## src/rtl/iob_fifo_reader_pkg.sv

```systemverilog
// iob_fifo_reader_pkg
//   Shared constants and helpers for the FIFO drain engine.
//   OCC_W     : width of the 2-entry word-buffer occupancy count (0..2).
//   sel_width : beat-select width, at least one bit even when RATIO is 1.
package iob_fifo_reader_pkg;

    localparam int unsigned OCC_W = 2;

    function automatic int unsigned sel_width(input int unsigned ratio);
        return (ratio > 1) ? $clog2(ratio) : 1;
    endfunction

endpackage

```

## src/rtl/iob_fifo_reader_buf.sv

```systemverilog
// iob_fifo_reader_buf
//   Two-entry word buffer (head/tail) that absorbs the one-cycle FIFO read
//   latency. The head word is always the one being serialized.
//   Ports:
//     clk, rst : clock, asynchronous active-high reset
//     push     : write din into the next free slot (after any same-cycle pop)
//     pop      : discard the head word
//     din      : word to write
//     head     : current head word
//     occ      : number of valid words, 0..2
module iob_fifo_reader_buf
    import iob_fifo_reader_pkg::*;
#(
    parameter int unsigned FIFO_DATA_W = 32
) (
    input  logic                   clk,
    input  logic                   rst,
    input  logic                   push,
    input  logic                   pop,
    input  logic [FIFO_DATA_W-1:0] din,
    output logic [FIFO_DATA_W-1:0] head,
    output logic [OCC_W-1:0]       occ
);

    logic [FIFO_DATA_W-1:0] head_q;
    logic [FIFO_DATA_W-1:0] tail_q;
    logic [OCC_W-1:0]       occ_q;

    // Push into a full buffer without a pop cannot occur: the top-level
    // credit rule never issues a read that would overrun two entries.
    always_ff @(posedge clk or posedge rst) begin
        if (rst) begin
            head_q <= '0;
            tail_q <= '0;
            occ_q  <= '0;
        end else begin
            case ({push, pop})
                2'b10: begin
                    if (occ_q == OCC_W'(0)) head_q <= din;
                    else                    tail_q <= din;
                    if (occ_q != OCC_W'(2)) occ_q <= occ_q + OCC_W'(1);
                end
                2'b01: begin
                    head_q <= tail_q;
                    occ_q  <= occ_q - OCC_W'(1);
                end
                2'b11: begin
                    // occ unchanged: tail advances to head, new word lands behind it
                    if (occ_q == OCC_W'(2)) begin
                        head_q <= tail_q;
                        tail_q <= din;
                    end else begin
                        head_q <= din;
                    end
                end
                default: ;
            endcase
        end
    end

    assign head = head_q;
    assign occ  = occ_q;

endmodule

```

## src/rtl/iob_fifo_reader.sv

```systemverilog
// iob_fifo_reader
//   Drains a FIFO read port (data valid one cycle after the strobe) into a
//   valid/ready stream of OUT_DATA_W beats, LSB beat of each word first,
//   and flags every pkt_len-th beat with out_last.
//   Ports:
//     clk, rst     : clock, asynchronous active-high reset
//     en           : allow new FIFO reads (buffered data drains regardless)
//     pkt_len      : beats per packet, 0 disables out_last
//     fifo_empty   : FIFO empty flag
//     fifo_read_en : FIFO read strobe
//     fifo_data    : FIFO read data, valid the cycle after the strobe
//     out_valid    : beat available
//     out_ready    : consumer accepts the beat
//     out_data     : current beat
//     out_last     : final beat of a packet
module iob_fifo_reader
    import iob_fifo_reader_pkg::*;
#(
    parameter int unsigned FIFO_DATA_W = 32,
    parameter int unsigned OUT_DATA_W  = 8,
    parameter int unsigned LEN_W       = 16
) (
    input  logic                   clk,
    input  logic                   rst,
    input  logic                   en,
    input  logic [LEN_W-1:0]       pkt_len,
    input  logic                   fifo_empty,
    output logic                   fifo_read_en,
    input  logic [FIFO_DATA_W-1:0] fifo_data,
    output logic                   out_valid,
    input  logic                   out_ready,
    output logic [OUT_DATA_W-1:0]  out_data,
    output logic                   out_last
);

    localparam int unsigned RATIO = FIFO_DATA_W / OUT_DATA_W;
    localparam int unsigned SEL_W = sel_width(RATIO);
    localparam logic [SEL_W-1:0] SEL_LAST = SEL_W'(RATIO - 1);

    if ((RATIO * OUT_DATA_W != FIFO_DATA_W) || ((RATIO & (RATIO - 1)) != 0)) begin : g_bad_ratio
        $error("iob_fifo_reader: FIFO_DATA_W/OUT_DATA_W must be a power-of-2 integer");
    end

    logic                   inflight;
    logic [SEL_W-1:0]       sel;
    logic [LEN_W-1:0]       bcnt;
    logic [FIFO_DATA_W-1:0] head;
    logic [OCC_W-1:0]       occ;
    logic                   xfer;
    logic                   pop;
    logic [OCC_W:0]         credit;
    logic [LEN_W-1:0]       len_last;

    iob_fifo_reader_buf #(
        .FIFO_DATA_W (FIFO_DATA_W)
    ) u_buf (
        .clk  (clk),
        .rst  (rst),
        .push (inflight),
        .pop  (pop),
        .din  (fifo_data),
        .head (head),
        .occ  (occ)
    );

    assign out_valid = (occ != OCC_W'(0));
    assign xfer      = out_valid & out_ready;
    assign pop       = xfer & (sel == SEL_LAST);
    assign len_last  = pkt_len - LEN_W'(1);

    // Words held or arriving after this cycle's pop. pop implies occ>0, so
    // this never underflows. out_ready reaches fifo_read_en through pop so a
    // RATIO=1 stream can sustain one word per cycle.
    assign credit = {1'b0, occ} + (OCC_W+1)'(inflight) - (OCC_W+1)'(pop);

    assign fifo_read_en = ~rst & en & ~fifo_empty & (credit < (OCC_W+1)'(2));

    always_ff @(posedge clk or posedge rst) begin
        if (rst) begin
            inflight <= 1'b0;
            sel      <= '0;
            bcnt     <= '0;
        end else begin
            inflight <= fifo_read_en;
            if (xfer) begin
                sel <= (sel == SEL_LAST) ? '0 : sel + SEL_W'(1);
            end
            if (pkt_len == '0) begin
                bcnt <= '0;
            end else if (xfer) begin
                bcnt <= (bcnt == len_last) ? '0 : bcnt + LEN_W'(1);
            end
        end
    end

    always_comb begin
        out_data = '0;
        for (int unsigned i = 0; i < RATIO; i++) begin
            if (sel == SEL_W'(i)) out_data = head[i*OUT_DATA_W +: OUT_DATA_W];
        end
    end

    assign out_last = out_valid & (pkt_len != '0) & (bcnt == len_last);

endmodule

```

## config.mk

```make
export PLATFORM = sky130hd
export DESIGN_NAME = iob_fifo_reader
export DESIGN_NICKNAME = d
export VERILOG_FILES = /design/src/rtl/iob_fifo_reader_pkg.sv /design/src/rtl/iob_fifo_reader_buf.sv /design/src/rtl/iob_fifo_reader.sv
export SDC_FILE = /design/constraint.sdc
export NUM_CORES = 1
export LEC_CHECK = 0
export CAP_MARGIN = 20
export CORE_MARGIN = 2
export CORE_UTILIZATION = 25
export DETAILED_ROUTE_END_ITERATION = 8
export GPL_TIMING_DRIVEN = 1
export PLACE_DENSITY = 0.55
export SLEW_MARGIN = 30
export SYNTH_ARGS = -nofsm -noshare
export SYNTH_HDL_FRONTEND = slang
export SYNTH_SLANG_ARGS = --single-unit
```

## constraint.sdc

```tcl
create_clock -name clk -period 8.12 [get_ports clk]
set_clock_uncertainty 0.05 [all_clocks]
set_input_delay 1.624 -clock clk [delete_from_list [all_inputs] [get_ports clk]]
set_output_delay 1.624 -clock clk [all_outputs]
set_load 0.02 [all_outputs]
```

==> results by group, run 1 <==
Drt
  • DR WL/cell: 14.8 um
  • Total wire length: 11,300 um
  • DRC: 0
  • Routed via count: 3,584
  • First drt pass iteration count: 4
  • 1st-iter DRT viols: 207
  • Antenna-violating nets left: 0
  • Vias per cell: 4.69

Synthesis
  • Mapped Area: 4670 um^2
  • Synth cell count leaders: 85 x dfrtp_1, 78 x nand2_1, 32 x mux2_2, 29 x o21ai_0, 28 x nor2_1
  • Leading post-synthesis cells by cell area: dfrtp_1 46%, mux2_2 7.7%, nand2_1 6.3%, a22oi_1 4.3%, xor2_1 3.7%
  • Top-count cell post-synth: dfrtp_1
  • Yosys reg bits: 85
  • Async SR Flop Fraction: 100%
  • Sequential area share after synthesis: 45.5%
  • Area fraction of the dominant cell type after synthesis: 45.5%
  • Syn nets: 531
  • Unique masters post-synth: 54
  • Cells after synthesis: 470
  • Synth Area per Inst: 9.95 um^2
  • Post-synth EDFFs: 0
  • Synth area leader: dfrtp_1
  • Synth Flop Type: dfrtp_1
  • Syn. warnings: 0

Critical path
  • Critical path's slowest cell: clkdlybuf4s50_1
  • Setup crit end kind: primary output
  • CP cell instances: clkdlybuf4s50_1, nor4_2, nand2_1, nor4b_2, xnor2_1, nand4_2, nor4_1, clkdlybuf4s50_1
  • Top delay family on crit path: simple AND/OR/NAND/NOR gates
  • Reg2reg setup slack: 5.10 ns
  • Worst path max stage delay: 0.68 ns
  • Worst R2R Start: sel[0]$_DFFE_PP0P_
  • Worst Path Required: 6.45 ns
  • CP arrival: 4.88 ns
  • Reg2Reg Depth: 8
  • Crit path buf inv count: 2
  • Most common cell on crit path: clkdlybuf4s50_1
  • CP startpoint kind: input port
  • Critical path fanouts, max: 7
  • FF-to-FF End: inflight$_DFF_PP0_
  • Cell count along the critical path: 8
  • Critical path class: in -> out

Clock tree
  • H-tree depth: 3
  • Post-CTS Hold Buffers: 0
  • CTS tree: built
  • Clock buffer depth: 2
  • Quantity of gates resized following cts: 0
  • Reg clk slew, reported paths: 0.07 ns
  • CTS Root Cell: clkbuf_16
  • Total CTS buffers: 9
  • Clk sinks: 85
  • Worst-Skew Late Latency: 0.34 ns
  • Postcts setup bufs: 0

Power
  • Peak VDD IR: 194 uV
  • Lkg Pwr: 2.34 nW
  • P per Cell Area: 305 nW/um^2

Die
  • Initial Utilization: 25.2%
  • Die Y: 141 um
  • Core Region: 18,500 um^2
  • I/O pin total: 64
  • Horiz. Die Dim: 141 um
  • Row cnt: 50
  • Die area: 19,800 um^2

Hold path
  • HP Start: u_buf.head[12]$_DFFE_PP0P_
  • Hold Path Sink: u_buf.head[12]$_DFFE_PP0P_
  • Hold Crit Class: reg -> reg
  • Hold depth: 2

Global route
  • Largest net degree at the start of global routing: 85
  • Total track usage: 11.9%
  • Vias in the first global route: 3,723
  • First-pass GRT wire length: 18,900 um
  • GRT overflow: 0
  • Initial antenna violation count: 1

STA
  • Fmax: 0.153 GHz
  • Fin crit period: 6.55 ns
  • Period utilization: 80.7%
  • RSZ-0062 raised after global routing: no
  • Slew at the pin closest to its max-slew limit: 0.961 ns
  • Slew Limit Fails: 0
  • Slew headroom: 35.4%
  • Final setup viols: 0
  • Final hold violation count: 0
  • Setup TNS: 0 ns

Placed design
  • Post-DP HPWL: 7940 um
  • Final Wtd Congestion: 0.796
  • Area after DPL: 5570 um^2
  • I/O Buffers: 63

Cells and area
  • Seq. cell area: 2130 um^2
  • Area of the multi-input gates: 2430 um^2
  • Fillers: 1,909
  • Final #Nets: 586
  • Share of cells above drive strength 1: 16.2%
  • Area Overhead vs Synth: 25.4%
  • Final instance area: 5860 um^2
  • # diodes: 0

Status
  • Outcome: complete, no violations

Run
  • Max Cap Violations: 0
==> cells in the final DEF (no fill, tap or decap), drive strengths merged, types with 5 or more instances in the layout <==
cell type / instances
a21oi: 15
o21ai: 30
dfrtp: 85
nand4: 6
mux2: 32
nand3: 11
nand2: 80
buf: 5
clkbuf: 9
mux2i: 15
clkdlybuf4s50: 63
nor4: 7
xnor2: 15
a22oi: 27
nor2: 38
xor2: 20
nor3: 12
ha: 7
inv: 16
==> cells by family after synthesis <==
logic type	after synthesis	share of synthesized area, %
xor gates and xnor gates	35	6.56
AOI/OAI and AO/OA	86	12.8
buffers and inverters	36	3.08
muxes	47	10.9
DFF	85	45.5
and+or+nand+nor	173	18.8
adders and majority gates	8	2.30
==> flip-flops by register name, summed over array words and instances, names as in the netlist <==
register	flops
u_buf.tail_q	32
sel	2
bcnt	16
u_buf.occ	2
u_buf.head	32
inflight	1
==> where the power goes <==
part,internal (mW),switching (mW)
sequential,0.605,0.122
clock,0.216,0.188
combinational,0.310,0.350
==> area by class of cell <==
type	count	area share (%)
Clock buffer	9	3.84
Clock inverter	7	1.11
Inverter	12	0.790
Multi-Input combinational cell	349	41.5
Sequential cell	85	36.3
Tap cell	234	4.99
Timing Repair Buffer	68	11.5
==> worst max path at each step <==
stage	start	slack, ns	end
finish	pkt_len[2]	1.57	out_last
global route	pkt_len[2]	1.44	out_last
CTS	pkt_len[2]	1.58	out_last
detailed placement	pkt_len[2]	1.59	out_last
global placement	pkt_len[0]	1.85	out_last
floorplan	pkt_len[0]	2.79	out_last
==> per-layer routing <==
metal  track usage, %  vias to the layer above  routed length [um]
met5                0                        -                   0
met4             3.11                        0                 111
met2             20.7                       72                5620
li1                 -                     1763                   -
met3             2.75                        9                 537
met1             15.0                     1740                5010
==> per-stage QoR <==
stage               setup slack, ns  hold slack [ns]  instances  total power [mW]  util (%)
finish                         1.57            0.431        764              1.79      31.7
global route                   1.44            0.457        764              1.92      31.7
detailed placement             1.59            0.421        748              1.41      30.1
global placement               1.85            0.413        748              1.38      30.1
CTS                            1.58            0.438        764              1.82      31.7
floorplan                      2.79            0.400        470              1.15         -
==> tightest hold or removal path, stage by stage (launching register included) <==
cell	delay [ns]
dfrtp_1	0.35
nand2_1	0.04
o21ai_0	0.06
No activity file was read; power rests on OpenSTA's default activity.
==> inputs of run 2 (changes only) <==
Clock period 8.12 ns to 6.45 ns, I/O delays scaled along.
==> run 2 against run 1 <==
Die area is the same. Count of clock-buffer cells in the layout grew 1. Final cell count grew 0.13%. Global-route usage shrank 0.16 points. Combinational power grew 26%. Routed wire length shrank 1.0%. Critical path depth is the same. Setup slack lost 0.88 ns. Total power grew 27%. Sequential share of layout area shrank 0.14 points. Largest power group unchanged. Highest routed layer unchanged.
==> results by group, run 2 (synthesized netlist as in run 1, its figures left out) <==
Status
  • Outcome: complete, no violations (unchanged)

STA
  • Final setup viols: 0 (unchanged)
  • Period utilization: 89.3%
  • Fin crit period: 5.76 ns
  • Fmax: 0.174 GHz
  • Slew at the pin closest to its max-slew limit: 0.781 ns (was 0.961 ns)
  • Final hold violation count: 0 (unchanged)
  • Slew Limit Fails: 0 (unchanged)
  • Worst Slack Setup Final: 0.689 ns (was 1.57 ns)
  • RSZ-0062 raised after global routing: no (unchanged)
  • Setup TNS: 0 ns (unchanged)
  • Slew headroom: 47.9% (was 35.4%)

Drt
  • Top sig layer: met4 (unchanged)
  • Antenna-violating nets left: 0 (unchanged)
  • Total wire length: 11,200 um (was 11,300 um)
  • DR WL met3: 567 um (was 537 um)
  • Metal-1 WL: 5160 um (was 5010 um)
  • 1st-iter DRT viols: 211 (was 207)
  • Vias per cell: 4.67 (was 4.69)
  • DR WL/cell: 14.6 um (was 14.8 um)
  • First drt pass iteration count: 6 (was 4)
  • DRC: 0 (unchanged)
  • Routed via count: 3,575 (was 3,584)
  • Met2 wire len: 5300 um (was 5620 um)

Clock tree
  • Clk sinks: 85 (unchanged)
  • Worst-Skew Late Latency: 0.34 ns (about the same)
  • Post-CTS Hold Buffers: 0 (unchanged)
  • H-tree depth: 3 (unchanged)
  • Total CTS buffers: 9 (unchanged)
  • CTS tree: built (unchanged)
  • Clock buffer depth: 2 (unchanged)
  • Reg clk slew, reported paths: 0.07 ns (about the same)
  • Postcts setup bufs: 0 (unchanged)
  • Quantity of gates resized following cts: 0 (unchanged)
  • CTS Root Cell: clkbuf_16 (unchanged)

Global route
  • First-pass GRT wire length: 18,700 um (was 18,900 um)
  • Initial antenna violation count: 1 (unchanged)
  • Largest net degree at the start of global routing: 85 (unchanged)
  • Total track usage: 11.8% (was 11.9%)
  • GRT overflow: 0 (unchanged)
  • Vias in the first global route: 3,618 (was 3,723)

Power
  • Lkg Pwr: 2.35 nW (was 2.34 nW)
  • Peak VDD IR: 240 uV (was 194 uV)
  • P per Cell Area: 387 nW/um^2 (was 305 nW/um^2)
  • Final Power: 2.28 mW (was 1.79 mW)

Cells and area
  • Final instance area: 5890 um^2 (was 5860 um^2)
  • Final #Nets: 587 (was 586)
  • Commonest cells after routing, fill and taps aside: 85 x dfrtp_1, 78 x nand2_1, 63 x clkdlybuf4s50_1 (unchanged)
  • Leading cell type in the layout, fill and taps excluded: dfrtp_1 (unchanged)
  • Non-Filler Instances: 765 (was 764)
  • Fillers: 1,917 (was 1,909)
  • Area Overhead vs Synth: 25.9% (was 25.4%)
  • Share of cells above drive strength 1: 16.2% (about the same)
  • # diodes: 0 (unchanged)

Die
  • Die Y: 141 um (unchanged)
  • Initial Utilization: 25.2% (unchanged)
  • Core Region: 18,500 um^2 (unchanged)
  • Die area: 19,800 um^2 (unchanged)
  • Row cnt: 50 (unchanged)
  • I/O pin total: 64 (unchanged)
  • Horiz. Die Dim: 141 um (unchanged)

Critical path
  • Setup crit end kind: primary output (unchanged)
  • Critical path class: in -> out (unchanged)
  • CP startpoint kind: input port (unchanged)
  • Worst Path Required: 5.11 ns (was 6.45 ns)
  • Critical path fanouts, max: 7 (unchanged)
  • CP arrival: 4.42 ns (was 4.88 ns)

Placed design
  • Inst Count DP: 749 (was 748)
  • Final Wtd Congestion: 0.803 (was 0.796)
  • I/O Buffers: 63 (unchanged)
  • Setup slack at placement: 0.728 ns (was 1.59 ns)
  • Post-DP HPWL: 7800 um (was 7940 um)
  • Area after DPL: 5580 um^2 (was 5570 um^2)

Hold path
  • Hold Crit Class: reg -> reg (unchanged)

Run
  • Max Cap Violations: 0 (unchanged)
## run 2: cell types whose count changed in the layout (fill, tap and decap cells not counted), sizes merged
cell	change
clkinv	-2
bufinv	+1
buf	+1
clkbuf	+1
## run 2: cell type report
cell class | count | area [um^2] | share of cell area, %
inverter | 12 | 46.3 | 0.787
tap | 234 | 293 | 4.97
timing repair buffer | 69 | 679 | 11.5
clock inverter | 6 | 76.3 | 1.30
sequential | 85 | 2130 | 36.1
multi-input combinational | 349 | 2430 | 41.4
clock buffer | 10 | 229 | 3.89
## run 2: per-stage QoR
stage	hold slack (ns)	utilization (%)
after floorplan	0.400	-
after global placement	0.413	30.1
after detailed placement	0.421	30.1
after CTS	0.437	31.8
after global routing	0.455	31.8
final	0.430	31.8
## run 2: per-layer routing
metal  up-vias  track usage, %
met4         0            3.16
li1       1755               -
met3        11            2.92
met2        76            19.1
met5         -               0
met1      1733            15.7
## run 2: final timing paths
path,start,to,slack (ns),depth (start not counted)
setup / recovery,pkt_len[2],out_last,0.69,8
hold / removal,u_buf.head[12]$_DFFE_PP0P_,u_buf.head[12]$_DFFE_PP0P_,0.43,2
setup reg to reg,sel[0]$_DFFE_PP0P_,inflight$_DFF_PP0_,3.45,8
hold reg to reg,u_buf.head[12]$_DFFE_PP0P_,u_buf.head[12]$_DFFE_PP0P_,0.43,2
max in group asynchronous,rst,u_buf.head[6]$_DFFE_PP0P_,4.34,3
min in group asynchronous,rst,inflight$_DFF_PP0_,1.08,2
## run 2: where the power goes
group | internal [mW] | switching (mW) | total [mW]
Clock | 0.309 | 0.229 | 0.538
Sequential | 0.762 | 0.150 | 0.912
Combinational | 0.390 | 0.441 | 0.831
Total | 1.46 | 0.820 | 2.28
## run 2: critical path, stage by stage
cell and delay (ns):
clkdlybuf4s50_1 0.57, nor4_2 0.55, nand2_1 0.22, nor4b_2 0.33, xnor2_1 0.20, nand4_2 0.21, nor4_1 0.38, clkdlybuf4s50_1 0.68
